File: config.mk
export PLATFORM = sky130hd
export DESIGN_NAME = ham_encoder
export DESIGN_NICKNAME = d
export VERILOG_FILES = /design/src/rtl/ham_pkg.sv /design/src/rtl/ham_fifo.sv /design/src/rtl/ham_encoder.sv
export SDC_FILE = /design/constraint.sdc
export NUM_CORES = 1
export LEC_CHECK = 0
export ABC_AREA = 1
export CAP_MARGIN = 30
export CORE_ASPECT_RATIO = 2
export CORE_MARGIN = 5
export CORE_UTILIZATION = 48
export DETAILED_ROUTE_END_ITERATION = 10
export GPL_TIMING_DRIVEN = 0
export PLACE_DENSITY_LB_ADDON = 0.15
export SLEW_MARGIN = 10
export SYNTH_ARGS = -nofsm -noshare
export SYNTH_HDL_FRONTEND = slang
export SYNTH_HIERARCHICAL = 1
export SYNTH_SLANG_ARGS = --single-unit
File: constraint.sdc
create_clock -name clock -period 2.05 [get_ports clock]
set_clock_uncertainty 0.05 [all_clocks]
set_input_delay 0.41 -clock clock [delete_from_list [all_inputs] [get_ports clock]]
set_output_delay 0.41 -clock clock [all_outputs]
set_load 0.005 [all_outputs]
File: src/rtl/ham_pkg.sv
// Shared Hamming(15,11) definitions: word widths, data-to-position map and the
// reference encoder used by both the encoder RTL and the corrector bench.
package ham_pkg;

  localparam int DATA_W = 11;
  localparam int CODE_W = 15;

  // d[i] lands at codeword position DATA_POS[i]; positions 1,2,4,8 carry parity
  localparam int DATA_POS [1:DATA_W] = '{3, 5, 6, 7, 9, 10, 11, 12, 13, 14, 15};

  function automatic logic [CODE_W:1] ham_encode(input logic [DATA_W:1] data);
    logic [CODE_W:1] code;
    logic            par;
    code = '0;
    for (int i = 1; i <= DATA_W; i++) begin
      code[DATA_POS[i]] = data[i];
    end
    // parity slots are still zero here, so XOR over every covered position is safe
    for (int k = 0; k < 4; k++) begin
      par = 1'b0;
      for (int j = 1; j <= CODE_W; j++) begin
        if ((j & (1 << k)) != 0) par = par ^ code[j];
      end
      code[1 << k] = par;
    end
    return code;
  endfunction

endpackage

File: src/rtl/ham_fifo.sv
// Small valid/ready FIFO with registered occupancy; full flag depends only on
// stored state, so a pop frees a slot for the following cycle.
module ham_fifo #(
  parameter int DEPTH = 2,
  parameter int WIDTH = 15
) (
  input  logic             clock,
  input  logic             reset,
  input  logic             i_push,
  input  logic [WIDTH-1:0] i_push_data,
  output logic             o_full,
  input  logic             i_pop,
  output logic             o_valid,
  output logic [WIDTH-1:0] o_data
);

  localparam int PTR_W = (DEPTH > 1) ? $clog2(DEPTH) : 1;
  localparam int OCC_W = $clog2(DEPTH + 1);
  localparam logic [PTR_W-1:0] LAST_PTR = PTR_W'(DEPTH - 1);
  localparam logic [OCC_W-1:0] FULL_OCC = OCC_W'(DEPTH);

  logic [WIDTH-1:0] r_mem [DEPTH];
  logic [PTR_W-1:0] r_wr_ptr;
  logic [PTR_W-1:0] r_rd_ptr;
  logic [OCC_W-1:0] r_count;
  logic             w_push;
  logic             w_pop;

  assign o_full  = (r_count == FULL_OCC);
  assign o_valid = (r_count != '0);
  assign o_data  = r_mem[r_rd_ptr];
  assign w_push  = i_push & ~o_full;
  assign w_pop   = i_pop & o_valid;

  always_ff @(posedge clock) begin
    if (reset) begin
      r_wr_ptr <= '0;
      r_rd_ptr <= '0;
      r_count  <= '0;
      for (int i = 0; i < DEPTH; i++) begin
        r_mem[i] <= '0;
      end
    end else begin
      if (w_push) begin
        r_mem[r_wr_ptr] <= i_push_data;
        r_wr_ptr        <= (r_wr_ptr == LAST_PTR) ? '0 : r_wr_ptr + PTR_W'(1);
      end
      if (w_pop) begin
        r_rd_ptr <= (r_rd_ptr == LAST_PTR) ? '0 : r_rd_ptr + PTR_W'(1);
      end
      case ({w_push, w_pop})
        2'b10:   r_count <= r_count + OCC_W'(1);
        2'b01:   r_count <= r_count - OCC_W'(1);
        default: r_count <= r_count;
      endcase
    end
  end

endmodule

File: src/rtl/ham_encoder.sv
// Streaming Hamming(15,11) encoder with optional per-word single-bit error
// injection, buffered on a valid/ready output.
module ham_encoder
  import ham_pkg::*;
#(
  parameter int DEPTH = 2,
  parameter int CNT_W = 16
) (
  input  logic              clock,
  input  logic              reset,
  input  logic [DATA_W:1]   in_data,
  input  logic              in_valid,
  output logic              in_ready,
  input  logic [3:0]        inject_pos,
  output logic [CODE_W:1]   out_code,
  output logic              out_valid,
  input  logic              out_ready,
  output logic [CNT_W-1:0]  word_count
);

  logic              w_full;
  logic              w_accept;
  logic [CODE_W:1]   w_flip;
  logic [CODE_W:1]   w_code;
  logic [CNT_W-1:0]  r_word_count;

  // held low during reset so nothing is accepted while the buffer clears
  assign in_ready = ~reset & ~w_full;
  assign w_accept = in_valid & in_ready;

  always_comb begin
    w_flip = '0;
    if (inject_pos != 4'd0) w_flip[inject_pos] = 1'b1;
  end

  assign w_code = ham_encode(in_data) ^ w_flip;

  ham_fifo #(
    .DEPTH (DEPTH),
    .WIDTH (CODE_W)
  ) u_fifo (
    .clock       (clock),
    .reset       (reset),
    .i_push      (w_accept),
    .i_push_data (w_code),
    .o_full      (w_full),
    .i_pop       (out_ready),
    .o_valid     (out_valid),
    .o_data      (out_code)
  );

  always_ff @(posedge clock) begin
    if (reset) begin
      r_word_count <= '0;
    end else if (w_accept) begin
      r_word_count <= r_word_count + CNT_W'(1);
    end
  end

  assign word_count = r_word_count;

endmodule

==> impl_metrics.json, run 1 <==
{
  "post-place-cells": 521,
  "top_layer": "met4",
  "clockBufferDepth": 2,
  "die_w_um": 66.7,
  "clk_latency_ns": 0.28,
  "antenna_found_initial": 0,
  "die_area_um2": 8230,
  "reg2reg_slack_ns": 0.15,
  "rsz0062_at_grt": "true",
  "critPathArrivalTime_ns": 1.52,
  "end_kind": "output pin",
  "yosysWarnings": 6,
  "cts.sinks": 51,
  "path_cells": "buf_6 > mux2_2 > clkdlybuf4s50_1",
  "cellPowerDensity_nw_per_um2": 661,
  "grt_pass1_wl_um": 11100,
  "hp-start": "word_count[10]",
  "nFillCells": 561,
  "yosysUniqueCellTypes": 30,
  "cts_tree": "yes",
  "max_stage_delay_ns": 0.45,
  "netlist_area_um2": 3080,
  "timing.fmax_mhz": 504,
  "crit_fanout": 6,
  "crit_family": "buffers and inverters",
  "critical_path.startpoint_type": "register",
  "clk_pin_slew_ns": 0.06,
  "final_cells": 536,
  "start_util_pct": 48.9,
  "drive_gt1_share_pct": 14.0,
  "wl_per_cell_um": 12.7,
  "diodes": 0,
  "drc": 0,
  "required_ns": 1.59,
  "wl_met2_um": 4050,
  "period_needed_ns": 1.98,
  "wl_met1_um": 2160,
  "grt-ovfl-total": 0,
  "row_count": 41,
  "drt-initial-drc-count": 112,
  "io_pins": 52,
  "setup_viol": 0,
  "crit_slowest_cell": "clkdlybuf4s50_1",
  "postSynthCellCount": 385,
  "grt_pass1_vias": 2530,
  "grt_util_all_layers_pct": 18.2,
  "via_per_inst": 4.84,
  "io_buffers": 50,
  "area_growth_pct": 28.6,
  "routed_wirelength_um": 6790,
  "core_um2": 6310,
  "synth_nets": 406,
  "globalplace.congestion": 0.849,
  "leakage_nw": 1.70,
  "min_path_type": "reg -> reg",
  "wl_met3_um": 267,
  "dr_total_vias": 2592,
  "drv_slew": 0,
  "place.detailed.hpwl_um": 5370,
  "worstMarginPinSlew_ns": 0.486,
  "h-tree-depth": 2,
  "status": "completed",
  "finalCritPeriodShare_pct": 96.7,
  "cts_hold_buf": 0,
  "finalHoldViolCount": 0,
  "slew_headroom_pct": 67.5,
  "power.total_mw": 2.62,
  "ir_worst_vdd_mv": 0.418,
  "die_h_um": 123,
  "synth_seq_area_share_pct": 42.8,
  "syn_area_per_cell_um2": 8.01,
  "drv_cap": 0,
  "cts_root_buf": "clkbuf_16",
  "crit_type": "reg -> out",
  "r2r-start": "u_fifo/r_count[1]",
  "cts_buffers": 5,
  "ant_nets": 0,
  "fin_nets": 471,
  "ys_seq_elements": 51,
  "crit_buf_inv": 2,
  "grt_max_degree": 15,
  "drtPass1Iterations": 5
}
-- area by class of cell --
class / instances / area [um2] / share of cell area (%)
buffer: 7 / 93.8 / 2.37
clock buffer: 7 / 133 / 3.34
inverter: 62 / 236 / 5.96
multi-input combinational: 267 / 1540 / 38.9
sequential: 51 / 1320 / 33.3
tap: 86 / 108 / 2.71
timing repair buffer: 56 / 532 / 13.4
-- logic make-up (layout without fill, tap and decap cells) --
| kind of cell | after synthesis | count (layout) | synth area share, % |
|---|---|---|---|
| and+or+nand+nor | 196 | 198 | 29.8 |
| buffers and inverters | 69 | 132 | 9.57 |
| DFF | 51 | 51 | 42.8 |
| AOI/OAI and AO/OA | 28 | 28 | 4.71 |
| xor gates and xnor gates | 24 | 24 | 6.82 |
| muxes | 15 | 15 | 5.48 |
| adders and majority gates | 2 | 2 | 0.811 |
-- metrics by stage --
stage	instance area [um2]	hold slack, ns	setup TNS, ns	utilization (%)	setup WS, ns
after floorplan	3090	0.415	0	-	0.00427
after global placement	3700	0.427	-33.21	58.7	-0.810
after detailed placement	3700	0.438	-34.10	58.7	-0.820
after CTS	3950	0.452	0	62.6	0.0346
after global routing	3970	0.494	-0.0368	62.9	-0.0368
final	3970	0.453	0	62.9	0.0674
-- worst paths after layout --
kind | to | depth (start not counted)
min reg2reg | word_count[10] | 2
min | word_count[10] | 2
max | out_code[2] | 3
max reg2reg | u_fifo/r_count[1] | 13
-- cells in the mapped netlist --
cell type | number | area [um2]
nor2_2 | 12 | 75.1
o21a_1 | 1 | 7.51
nand3b_4 | 1 | 20.0
xnor2_1 | 11 | 96.3
xor2_1 | 13 | 114
edfxtp_1 | 30 | 901
nand3_4 | 1 | 17.5
dfxtp_1 | 21 | 420
o21bai_1 | 1 | 7.51
nor3b_1 | 2 | 15.0
mux2_2 | 15 | 169
nand3_1 | 15 | 75.1
nand3b_1 | 3 | 22.5
a21oi_1 | 12 | 60.1
buf_2 | 2 | 10.0
inv_1 | 61 | 229
inv_2 | 1 | 3.75
nor3_4 | 1 | 16.3
o21ai_0 | 14 | 70.1
ha_1 | 2 | 25.0
nand2_4 | 1 | 11.3
nor3_2 | 1 | 10.0
nor2_1 | 48 | 180
nor2_4 | 4 | 45.0
buf_6 | 4 | 45.0
buf_4 | 1 | 7.51
nand2_1 | 101 | 379
nand2_2 | 1 | 6.26
nand4_1 | 4 | 25.0
nor2_8 | 1 | 20.0
-- layer usage --
| metal | GRT usage, % | up-vias |
|---|---|---|
| met5 | 0 | - |
| met4 | 9.92 | 0 |
| met3 | 2.64 | 18 |
| met2 | 37.6 | 70 |
| met1 | 15.3 | 1164 |
| li1 | - | 1340 |
-- layout by cell type (no fill, tap or decap), drive strengths merged, types with 14 or more instances in the layout --
cell type      netlist  routed
o21ai               14      14
inv                 62      61
dfxtp               21      21
nand3               16      16
edfxtp              30      30
nand2              103     105
nor2                65      65
clkdlybuf4s50        0      38
mux2                15      15
-- sequential cells by signal, indices dropped and copies added, names as in the netlist, named ones only --
name and flops:
u_fifo/r_mem 30, u_fifo/r_count 2, u_fifo/r_wr_ptr 1, word_count 16, u_fifo/r_rd_ptr 1
-- tightest hold or removal path, cell delays in order, from the launching register on --
cell,delay (ns)
dfxtp_1,0.34
inv_1,0.07
a21oi_1,0.05
-- repair_timing --
item | CTS | global route
resized for setup | 26 | 2
pin swaps | 1 | 1
buffers inserted | 5 | 1
endpoints found under the setup margin | 64 | 36
cloned | 2 | 0
-- report_power, final --
| group | internal (mW) | leakage, nW | total, mW | switching (mW) |
|---|---|---|---|---|
| registers | 1.15 | 0.482 | 1.18 | 0.0313 |
| clock network | 0.447 | 0.0640 | 0.779 | 0.332 |
| logic | 0.321 | 1.16 | 0.661 | 0.340 |
Note: power is estimated with default switching activity, not from simulation.
==> run 2: changes to the inputs <==
Settings changed: CELL_PAD_IN_SITES_DETAIL_PLACEMENT from default to 1, CELL_PAD_IN_SITES_GLOBAL_PLACEMENT from default to 2, CORE_UTILIZATION 48 to 28.
==> run 2 against run 1 <==
Sequential power barely moved. Worst setup slack got worse by 0.013 ns. Power rose by 7.8%. Non-clock buffer count fell by 1. Design area rose by 3.0%. Count of clock-buffer cells in the layout fell by 2. Maximum frequency fell by 0.67%. Critical path type unchanged. Largest cell class unchanged.
==> impl_metrics.json, run 2 (synthesis results as in run 1) <==
{
  "routed_wirelength_um": 8490,
  "pwr-share-clk_pct": 33.9,
  "cellPowerDensity_nw_per_um2": 692,
  "row_count": 54,
  "setup_viol": 0,
  "path_cells": "buf_6 > mux2_2 > clkdlybuf4s50_1",
  "cts.sinks": 51,
  "grt-ovfl-total": 0,
  "setup_slack_ns": 0.0541,
  "cts_root_buf": "clkbuf_16",
  "drive_gt1_share_pct": 15.8,
  "io_buffers": 50,
  "antenna_found_initial": 0,
  "drt-initial-drc-count": 57,
  "crit_fanout": 6,
  "min_path_type": "reg -> reg",
  "status": "completed",
  "finalHoldViolCount": 0,
  "ant_nets": 0,
  "busiest_layer": "met2",
  "whs_ns": 0.455,
  "max_stage_delay_ns": 0.45,
  "cts_tree": "yes",
  "globalplace.congestion": 0.833,
  "power_frac_comb_pct": 24.2,
  "reg2reg_slack_ns": 0.08,
  "h-tree-depth": 2,
  "intPower_mw": 2.05,
  "grt_pass1_vias": 2743,
  "wl_per_cell_um": 14.4,
  "groute.layer.met3.usage_pct": 1.55,
  "final_util_pct": 37.6,
  "critical_path.startpoint_type": "register",
  "io_pins": 52,
  "via_per_inst": 4.44,
  "swShare_pct": 27.4,
  "area_growth_pct": 32.5,
  "diodes": 0,
  "ir_worst_vdd_mv": 0.323,
  "clk_latency_ns": 0.29,
  "p_sw_mw": 0.775,
  "clk_pin_slew_ns": 0.07,
  "grt_util_all_layers_pct": 13.1,
  "drv_cap": 0,
  "seq_power_share_pct": 42.0,
  "crit_type": "reg -> out",
  "die_h_um": 158,
  "finalCritPeriodShare_pct": 97.4,
  "core_um2": 10900,
  "worstMarginPinSlew_ns": 0.443,
  "placed_area_um2": 3770,
  "drtPass1Iterations": 4,
  "timing.fmax_mhz": 501,
  "layout_common_cells": "99 x nand2_1, 59 x inv_1, 46 x nor2_1, 37 x clkdlybuf4s50_1, 30 x edfxtp_1",
  "final_area_um2": 4090,
  "end_kind": "output pin",
  "grt_max_degree": 17,
  "drv_slew": 0,
  "critPathArrivalTime_ns": 1.54,
  "clockBufferDepth": 2,
  "cts_buffers": 5,
  "place_ws_ns": -0.911,
  "use_met2_pct": 29.8,
  "grt_util_met1_pct": 10.5,
  "die_area_um2": 13300,
  "place.detailed.hpwl_um": 7100,
  "fin_nets": 470,
  "start_util_pct": 28.4,
  "period_needed_ns": 2.00,
  "slew_headroom_pct": 70.4,
  "crit_slowest_cell": "clkdlybuf4s50_1",
  "final_common_cell": "nand2_1",
  "required_ns": 1.59,
  "top_register": "u_fifo/r_mem",
  "die_w_um": 84.2,
  "nFillCells": 1301,
  "drc": 0,
  "largest_register_ffs": 30,
  "leakage_nw": 1.74,
  "grt_pass1_wl_um": 13400,
  "dr_total_vias": 2617
}
## run 2: changes by cell type in the layout (fill, tap and decap cells not counted), moves of 2 or more
cell	change
nor2_1	-2
clkbuf_1	-2
buf_8	+2
dlymetal6s2s_1	+2
nor2_2	+2
## run 2: path summary, 6_finish.rpt
path	startpoint	to	cells after the start
setup / recovery	register	out_code[5]	3
hold / removal	word_count[10]	word_count[10]	2
setup reg to reg	u_fifo/r_count[1]	u_fifo/r_mem[0][13]	11
hold reg to reg	word_count[10]	word_count[10]	2
## run 2: through the flow
step / TNS [ns] / power [mW] / std cells
floorplan: 0 / 1.59 / 385
finish: 0 / 2.83 / 590
detailed placement: -39.96 / 1.87 / 575
global route: -0.0245 / 2.98 / 590
CTS: 0 / 2.86 / 589
global placement: -39.72 / 1.86 / 575
## run 2: power groups by stage
stage	sequential [mW]	clock [mW]	combinational, mW
floorplan	1.20	0	0.392
global placement	1.20	0	0.655
detailed placement	1.21	0	0.665
CTS	1.19	0.995	0.683
global route	1.19	1.03	0.762
finish	1.19	0.958	0.683
## run 2: final cells by class
type	count	area [um2]	area share (%)
sequential	51	1320	32.4
timing repair buffer	55	529	12.9
multi-input combinational	267	1560	38.3
clock buffer	5	125	3.06
tap	140	175	4.29
buffer	7	92.6	2.27
inverter	62	236	5.79
clock inverter	3	42.5	1.04
## run 2: worst max-delay path: cells and delay by family (launching register included)
kind | cells | cell delay [ns]
mux | 1 | 0.34
buf+inv | 2 | 0.58
flops | 1 | 0.32
## run 2: timing repair
action,4_1_cts,5_1_grt
endpoints found under the setup margin,75,8
hold buffers,0,0
gates cloned,2,0
resized for setup,24,11
buffers inserted,4,1
pin swaps,1,2
## run 2: layer usage
layer / routed length, um / up-vias
met5: 0 / -
met4: 195 / 0
met3: 258 / 10
met2: 5400 / 44
met1: 2630 / 1233
li1: - / 1330
